===== src/rtl/alu_seq_if.sv =====
`default_nettype none
// ============================================================================
// Module  : alu_seq_if
// Brief   : Operand/result valid-ready bundle for the sequential ALU.
// Rev     : 1.0  initial release
// ============================================================================
interface alu_seq_if #(
    parameter int WIDTH = 8
);
    logic             in_valid;
    logic             in_ready;
    logic [WIDTH-1:0] SrcA;
    logic [WIDTH-1:0] SrcB;
    logic [2:0]       ALUControl;
    logic             out_valid;
    logic             out_ready;
    logic [WIDTH-1:0] ALUResult;
    logic             Zero;
    logic             Negative;
    logic             Carry;
    logic             Overflow;

    modport master (
        output in_valid, SrcA, SrcB, ALUControl, out_ready,
        input  in_ready, out_valid, ALUResult, Zero, Negative, Carry, Overflow
    );

    modport slave (
        input  in_valid, SrcA, SrcB, ALUControl, out_ready,
        output in_ready, out_valid, ALUResult, Zero, Negative, Carry, Overflow
    );
endinterface
`default_nettype wire


===== src/rtl/alu_seq.sv =====
`default_nettype none
// ============================================================================
// Module  : alu_seq
// Brief   : Registered 3-bit-opcode ALU with NZCV flags, iterative shifts and
//           valid/ready handshakes on both sides.
// Rev     : 1.0  initial release
// ============================================================================
module alu_seq #(
    parameter int WIDTH = 8
) (
    input  wire logic clk,
    input  wire logic reset,
    alu_seq_if.slave  bus
);
    localparam int c_SHW = $clog2(WIDTH);

    localparam logic [1:0] c_IDLE  = 2'd0;
    localparam logic [1:0] c_SHIFT = 2'd1;
    localparam logic [1:0] c_DONE  = 2'd2;

    localparam logic [2:0] c_OP_AND = 3'b000;
    localparam logic [2:0] c_OP_OR  = 3'b001;
    localparam logic [2:0] c_OP_ADD = 3'b010;
    localparam logic [2:0] c_OP_SUB = 3'b011;
    localparam logic [2:0] c_OP_XOR = 3'b100;
    localparam logic [2:0] c_OP_SLT = 3'b101;

    localparam logic [c_SHW-1:0] c_CNT_ONE = c_SHW'(1);

    logic [1:0]       r_state;
    logic [1:0]       w_state_nxt;
    logic [WIDTH-1:0] r_result;
    logic             r_zero;
    logic             r_neg;
    logic             r_carry;
    logic             r_ovf;
    logic [c_SHW-1:0] r_count;
    logic             r_shr;

    logic             w_accept;
    logic             w_is_shift;
    logic [c_SHW-1:0] w_amt;
    logic             w_a_msb;
    logic             w_b_msb;
    logic [WIDTH:0]   w_sum;
    logic [WIDTH:0]   w_diff;
    logic             w_slt;
    logic [WIDTH-1:0] w_alu;
    logic             w_carry;
    logic             w_ovf;
    logic [WIDTH-1:0] w_shifted;

    assign bus.in_ready = (r_state == c_IDLE) && !reset;
    assign w_accept     = bus.in_valid && bus.in_ready;
    assign w_is_shift   = bus.ALUControl[2] & bus.ALUControl[1];
    assign w_amt        = bus.SrcB[c_SHW-1:0];
    assign w_a_msb      = bus.SrcA[WIDTH-1];
    assign w_b_msb      = bus.SrcB[WIDTH-1];
    assign w_sum        = {1'b0, bus.SrcA} + {1'b0, bus.SrcB};
    assign w_diff       = {1'b0, bus.SrcA} - {1'b0, bus.SrcB};
    // Signed less-than: differing signs decide directly, else the difference sign does.
    assign w_slt        = (w_a_msb != w_b_msb) ? w_a_msb : w_diff[WIDTH-1];
    assign w_shifted    = r_shr ? (r_result >> 1) : (r_result << 1);

    always_comb begin
        w_alu   = bus.SrcA;
        w_carry = 1'b0;
        w_ovf   = 1'b0;
        case (bus.ALUControl)
            c_OP_AND: w_alu = bus.SrcA & bus.SrcB;
            c_OP_OR:  w_alu = bus.SrcA | bus.SrcB;
            c_OP_ADD: begin
                w_alu   = w_sum[WIDTH-1:0];
                w_carry = w_sum[WIDTH];
                w_ovf   = (w_a_msb == w_b_msb) && (w_sum[WIDTH-1] != w_a_msb);
            end
            c_OP_SUB: begin
                w_alu   = w_diff[WIDTH-1:0];
                w_carry = ~w_diff[WIDTH];
                w_ovf   = (w_a_msb != w_b_msb) && (w_diff[WIDTH-1] != w_a_msb);
            end
            c_OP_XOR: w_alu = bus.SrcA ^ bus.SrcB;
            c_OP_SLT: w_alu = {{(WIDTH-1){1'b0}}, w_slt};
            // Shifts load the unshifted operand; SHIFT state does the rest.
            default:  w_alu = bus.SrcA;
        endcase
    end

    always_comb begin
        w_state_nxt = r_state;
        case (r_state)
            c_IDLE: begin
                if (w_accept) begin
                    w_state_nxt = (w_is_shift && (w_amt != '0)) ? c_SHIFT : c_DONE;
                end
            end
            c_SHIFT: begin
                if (r_count == c_CNT_ONE) begin
                    w_state_nxt = c_DONE;
                end
            end
            c_DONE: begin
                if (bus.out_ready) begin
                    w_state_nxt = c_IDLE;
                end
            end
            default: w_state_nxt = c_IDLE;
        endcase
    end

    always_ff @(posedge clk) begin
        if (reset) begin
            r_state <= c_IDLE;
        end else begin
            r_state <= w_state_nxt;
        end
    end

    always_ff @(posedge clk) begin
        if (reset) begin
            r_result <= '0;
            r_zero   <= 1'b0;
            r_neg    <= 1'b0;
            r_carry  <= 1'b0;
            r_ovf    <= 1'b0;
            r_count  <= '0;
            r_shr    <= 1'b0;
        end else begin
            case (r_state)
                c_IDLE: begin
                    if (w_accept) begin
                        r_result <= w_alu;
                        r_zero   <= (w_alu == '0);
                        r_neg    <= w_alu[WIDTH-1];
                        r_carry  <= w_carry;
                        r_ovf    <= w_ovf;
                        r_count  <= w_is_shift ? w_amt : '0;
                        r_shr    <= bus.ALUControl[0];
                    end
                end
                c_SHIFT: begin
                    r_result <= w_shifted;
                    r_zero   <= (w_shifted == '0);
                    r_neg    <= w_shifted[WIDTH-1];
                    r_count  <= r_count - c_CNT_ONE;
                end
                default: ;
            endcase
        end
    end

    assign bus.out_valid = (r_state == c_DONE);
    assign bus.ALUResult = r_result;
    assign bus.Zero      = r_zero;
    assign bus.Negative  = r_neg;
    assign bus.Carry     = r_carry;
    assign bus.Overflow  = r_ovf;
endmodule
`default_nettype wire

===== src/flat_wrapper.sv =====
// flat-port wrapper written by rule: the top's interface ports become plain ports
module alu_seq_flat 
#(
    parameter int WIDTH = 8
)
  (clk, reset, bus_in_valid, bus_SrcA, bus_SrcB, bus_ALUControl, bus_out_ready, bus_in_ready, bus_out_valid, bus_ALUResult, bus_Zero, bus_Negative, bus_Carry, bus_Overflow);
  alu_seq_if #(.WIDTH(WIDTH)) bus_i ();
  input  wire logic clk;
  input  wire logic reset;
  input wire logic [$bits(bus_i.in_valid)-1:0] bus_in_valid;
  input wire logic [$bits(bus_i.SrcA)-1:0] bus_SrcA;
  input wire logic [$bits(bus_i.SrcB)-1:0] bus_SrcB;
  input wire logic [$bits(bus_i.ALUControl)-1:0] bus_ALUControl;
  input wire logic [$bits(bus_i.out_ready)-1:0] bus_out_ready;
  output wire logic [$bits(bus_i.in_ready)-1:0] bus_in_ready;
  output wire logic [$bits(bus_i.out_valid)-1:0] bus_out_valid;
  output wire logic [$bits(bus_i.ALUResult)-1:0] bus_ALUResult;
  output wire logic [$bits(bus_i.Zero)-1:0] bus_Zero;
  output wire logic [$bits(bus_i.Negative)-1:0] bus_Negative;
  output wire logic [$bits(bus_i.Carry)-1:0] bus_Carry;
  output wire logic [$bits(bus_i.Overflow)-1:0] bus_Overflow;
  assign bus_i.in_valid = bus_in_valid;
  assign bus_i.SrcA = bus_SrcA;
  assign bus_i.SrcB = bus_SrcB;
  assign bus_i.ALUControl = bus_ALUControl;
  assign bus_i.out_ready = bus_out_ready;
  assign bus_in_ready = bus_i.in_ready;
  assign bus_out_valid = bus_i.out_valid;
  assign bus_ALUResult = bus_i.ALUResult;
  assign bus_Zero = bus_i.Zero;
  assign bus_Negative = bus_i.Negative;
  assign bus_Carry = bus_i.Carry;
  assign bus_Overflow = bus_i.Overflow;
  alu_seq #(.WIDTH(WIDTH)) u_core (.clk(clk), .reset(reset), .bus(bus_i));
endmodule

===== config.mk =====
export PLATFORM = sky130hd
export DESIGN_NAME = alu_seq_flat
export DESIGN_NICKNAME = d
export VERILOG_FILES = /design/src/rtl/alu_seq_if.sv /design/src/rtl/alu_seq.sv /design/src/flat_wrapper.sv
export SDC_FILE = /design/constraint.sdc
export NUM_CORES = 1
export LEC_CHECK = 0
export BUFFER_PORTS_ARGS = -buffer_cell sky130_fd_sc_hd__buf_2
export CELL_PAD_IN_SITES_DETAIL_PLACEMENT = 0
export CELL_PAD_IN_SITES_GLOBAL_PLACEMENT = 1
export CORE_MARGIN = 2
export CORE_UTILIZATION = 45
export DETAILED_ROUTE_END_ITERATION = 12
export GPL_TIMING_DRIVEN = 0
export PLACE_DENSITY_LB_ADDON = 0.05
export SLEW_MARGIN = 20
export SYNTH_ARGS = -nofsm -noshare
export SYNTH_HDL_FRONTEND = slang
export SYNTH_SLANG_ARGS = --single-unit

===== constraint.sdc =====
create_clock -name clk -period 8.4 [get_ports clk]
set_input_delay 0.42 -clock clk [delete_from_list [all_inputs] [get_ports clk]]
set_output_delay 0.42 -clock clk [all_outputs]
set_load 0.005 [all_outputs]

==> insert_results.sql <==
INSERT INTO impl_metrics (metric_group, metric, value, unit) VALUES
('critical_path', 'crit_fanout', '9', ''),
('power', 'power.clock.fraction', '22.1', '%'),
('routing', 'routed-via-count', '2384', ''),
('clocking', 'cts-htree-levels', '1', ''),
('floorplan', 'core_footprint', '0.005042', 'mm2'),
('power', 'internal-power', '0.1699', 'mW'),
('clocking', 'post-cts-setup-buffers', '0', ''),
('critical_path', 'worst_r2r_startpoint', 'u_core.r_state[1]', ''),
('synthesis', 'async_flop_share', '0', '%'),
('critical_path', 'reg2reg_to', 'u_core.bus.Zero', ''),
('global_route', 'grt_antenna_before_repair', '0', ''),
('clocking', 'tritoncts_num_sinks', '17', ''),
('run', 'number_of_maximum_capacitance_constraint_violations', '0', ''),
('global_route', 'globalRouteTotalUtil', '23.48', '%'),
('synthesis', 'synth-warning-count', '0', ''),
('synthesis', 'synthTopCellsByArea', 'sky130_fd_sc_hd__dfxtp_1 15%, sky130_fd_sc_hd__ha_1 15%, sky130_fd_sc_hd__a21oi_1 5.6%', ''),
('synthesis', 'synth-edff-count', '0', ''),
('routing', 'detail_route.wirelength', '6.638', 'mm'),
('synthesis', 'synth_area_per_inst', '7.467', 'um2'),
('placement', 'dpl-instance-area', '0.002570', 'mm2'),
('sta', 'totalNegativeSetupSlack', '0', 'ns'),
('clocking', 'clkTransAtPathRegs', '0.07', 'ns'),
('power', 'p_sw', '0.1076', 'mW'),
('sta', 'final_min_period_over_clock_period', '39.85', '%'),
('power', 'post-layout-total-power', '0.2775', 'mW'),
('power', 'switching_share', '38.78', '%'),
('synthesis', 'synth_cell_type_count', '66', ''),
('critical_path', 'critPathMaxStageDelay', '0.41', 'ns'),
('placement', 'gp_congestion', '0.8899', ''),
('critical_path', 'critical_path.startpoint_type', 'primary input', ''),
('global_route', 'grt_pass1_vias', '2168', ''),
('floorplan', 'die_width', '75.61', 'um'),
('cells_and_area', 'diodes_inserted', '0', ''),
('critical_path', 'number_of_cells_traversed_by_the_worst_register_to_register_path', '7', ''),
('floorplan', 'floorplan.rows', '26', ''),
('clocking', 'clock_insertion_delay_worst_skew', '0.25', 'ns'),
('clocking', 'cts-buffers-inserted', '3', ''),
('cells_and_area', 'final_design_area_no_fill', '0.002616', 'mm2'),
('sta', 'timing.final.setup_violations', '0', ''),
('critical_path', 'critical_path.cell_chain', 'buf_2 -> inv_1 -> ha_1 -> buf_6 -> nor3_1 -> o31ai_2 -> nand2_1 -> a21oi_1 -> nor2_1 -> nor2_1 -> fa_1 -> and2_1 -> o21ai_0 -> a31oi_1 -> o21ai_0 -> nor4bb_1 -> o2111ai_1 -> o31ai_2', ''),
('floorplan', 'floorplan.initialDensity', '45.76', '%'),
('placement', 'detailed_place_hpwl', '5.166', 'mm'),
('critical_path', 'worstSetupEndpoint', 'u_core.bus.Zero', ''),
('synthesis', 'syn-num-nets', '362', ''),
('critical_path', 'critPathKind', 'primary input to register', ''),
('critical_path', 'worst_reg2reg_setup_slack', '6.40', 'ns'),
('clocking', 'cts.path.max_buffers', '2', ''),
('hold_path', 'worstHoldPathType', 'primary input to register', ''),
('clocking', 'cts-hold-fix-buffers', '0', ''),
('power', 'vdd_drop_max', '0.04181', 'mV'),
('critical_path', 'worstPathRequired', '8.57', 'ns'),
('synthesis', 'synth_cells', '309', ''),
('sta', 'worstMarginPinSlew', '0.5991', 'ns'),
('sta', 'period_needed', '3.348', 'ns'),
('cells_and_area', 'flow.area_growth_from_synthesis', '13.39', '%'),
('power', 'pwr_density_cell', '106.1', 'mW/mm2'),
('sta', 'max_slew_margin', '59.91', '%'),
('sta', 'timing.fmax', '298.7', 'MHz'),
('routing', 'detail_route.first_pass.iterations', '4', ''),
('routing', 'vias_per_inst', '5.703', ''),
('floorplan', 'die_span_in_y', '75.61', 'um'),
('global_route', 'grt_first_pass_wirelength', '10.43', 'mm'),
('routing', 'ant_nets', '0', ''),
('routing', 'wire_per_inst', '15.88', 'um'),
('clocking', 'tritoncts', 'done', ''),
('sta', 'hold_viol_final', '0', ''),
('critical_path', 'critical_path_arrival', '3.52', 'ns'),
('cells_and_area', 'drive_gt1_share', '18.39', '%'),
('synthesis', 'synth.largest_area_cell', 'sky130_fd_sc_hd__dfxtp_1', ''),
('floorplan', 'die-area', '0.005716', 'mm2'),
('outcome', 'outcome', 'complete, no violations', '');
-- final cells by class --
class                   instances  area [um2]  share of cell area (%)
clock inverters                 1       5.005                  0.1913
flip-flops and latches         17       340.3                   13.01
clock buffers                   3       41.29                   1.578
plain buffers                  20       108.9                   4.161
well taps                      70       87.58                   3.348
repair buffers                 35       175.2                   6.695
inverters                      29       108.9                   4.161
multi-input cells             243        1749                   66.86
-- kinds of logic after synthesis --
kind of cell | Yosys count | share of synthesized area (%)
adder cells (fa/ha/maj) | 30 | 17.25
flip-flops | 17 | 14.75
AND/OR/NAND/NOR | 96 | 22.23
XOR/XNOR | 3 | 1.139
multiplexers | 7 | 3.145
buffers and inverters | 49 | 9.436
AO/OA/AOI/OAI | 107 | 32.05
-- cells in the final DEF (no fill, tap or decap), drive strengths merged, types with 6 or more instances in the layout --
cell type  instances
ha                27
nor2b              7
buf               46
nor2              29
dfxtp             17
o211ai             6
nor3              12
o21ai             21
a211oi            10
nand2             12
nand2b             7
inv               29
clkbuf            12
a21oi             27
o31ai              6
-- worst min-delay path by stage --
stage / from / endpoint / slack (ns) / depth (start not counted)
after floorplan: u_core.bus.Overflow / u_core.bus.Overflow / 0.48 / 2
final: reset / u_core.bus.ALUResult[4] / 0.49 / 2
after global placement: u_core.bus.Overflow / u_core.bus.Overflow / 0.48 / 2
after global routing: reset / u_core.bus.ALUResult[4] / 0.49 / 2
after detailed placement: u_core.bus.Overflow / u_core.bus.Overflow / 0.48 / 2
after CTS: reset / u_core.bus.ALUResult[4] / 0.48 / 2
-- worst max-delay path, delay by kind of cell --
family,cells,cell delay [ns]
simple gates,6,1.07
fa+ha+maj,2,0.71
compound gates,7,0.97
buf+inv,3,0.34
-- layer usage --
layer	GRT usage [%]	part of all wire [%]
met3	1.190	3.5
met5	0	0
met4	8.382	1.4
met1	32.69	48
met2	38.55	47
-- per-stage QoR --
step / std cells / worst slack, ns / hold slack [ns]
after floorplan: 309 / 5.425 / 0.4786
after global placement: 414 / 4.867 / 0.4764
final: 418 / 5.052 / 0.4859
after CTS: 418 / 5.093 / 0.4804
after global routing: 418 / 4.878 / 0.4944
after detailed placement: 414 / 4.837 / 0.4768
-- Yosys cell counts (all sizes together), types with 2 or more instances --
cell and instances:
inv 29, nor2 29, a21oi 27, ha 27, o21ai 21, dfxtp 17
nand2 12, nor3 12, buf 11, a211oi 10, clkbuf 9, nand2b 7
nor2b 7, o211ai 6, o31ai 6, a221oi 5, a31oi 5, mux2i 5
and2 4, nor4 4, a2111oi 3, fa 3, nand3b 3, nor3b 3
o31a 3, a21o 2, and3 2, mux2 2, nand3 2, o21a 2
o22ai 2, o32ai 2, or2 2, or3 2, or4 2, xnor2 2
-- registers in the layout, summed over array words and instances (netlist names) --
name                  count
u_core.bus.Zero           1
u_core.r_state            2
u_core.bus.ALUResult      8
u_core.bus.Carry          1
u_core.bus.Overflow       1
u_core.r_shr              1
u_core.r_count            3
-- power by group through the flow --
| stage | Combinational [mW] | Clock [mW] | Sequential, mW |
|---|---|---|---|
| floorplan | 0.0870 | 0 | 0.0914 |
| global placement | 0.124 | 0 | 0.0922 |
| detailed placement | 0.124 | 0 | 0.0924 |
| CTS | 0.125 | 0.0624 | 0.0905 |
| global route | 0.140 | 0.0662 | 0.0914 |
| finish | 0.126 | 0.0613 | 0.0906 |
No activity file was read; power rests on OpenSTA's default activity.
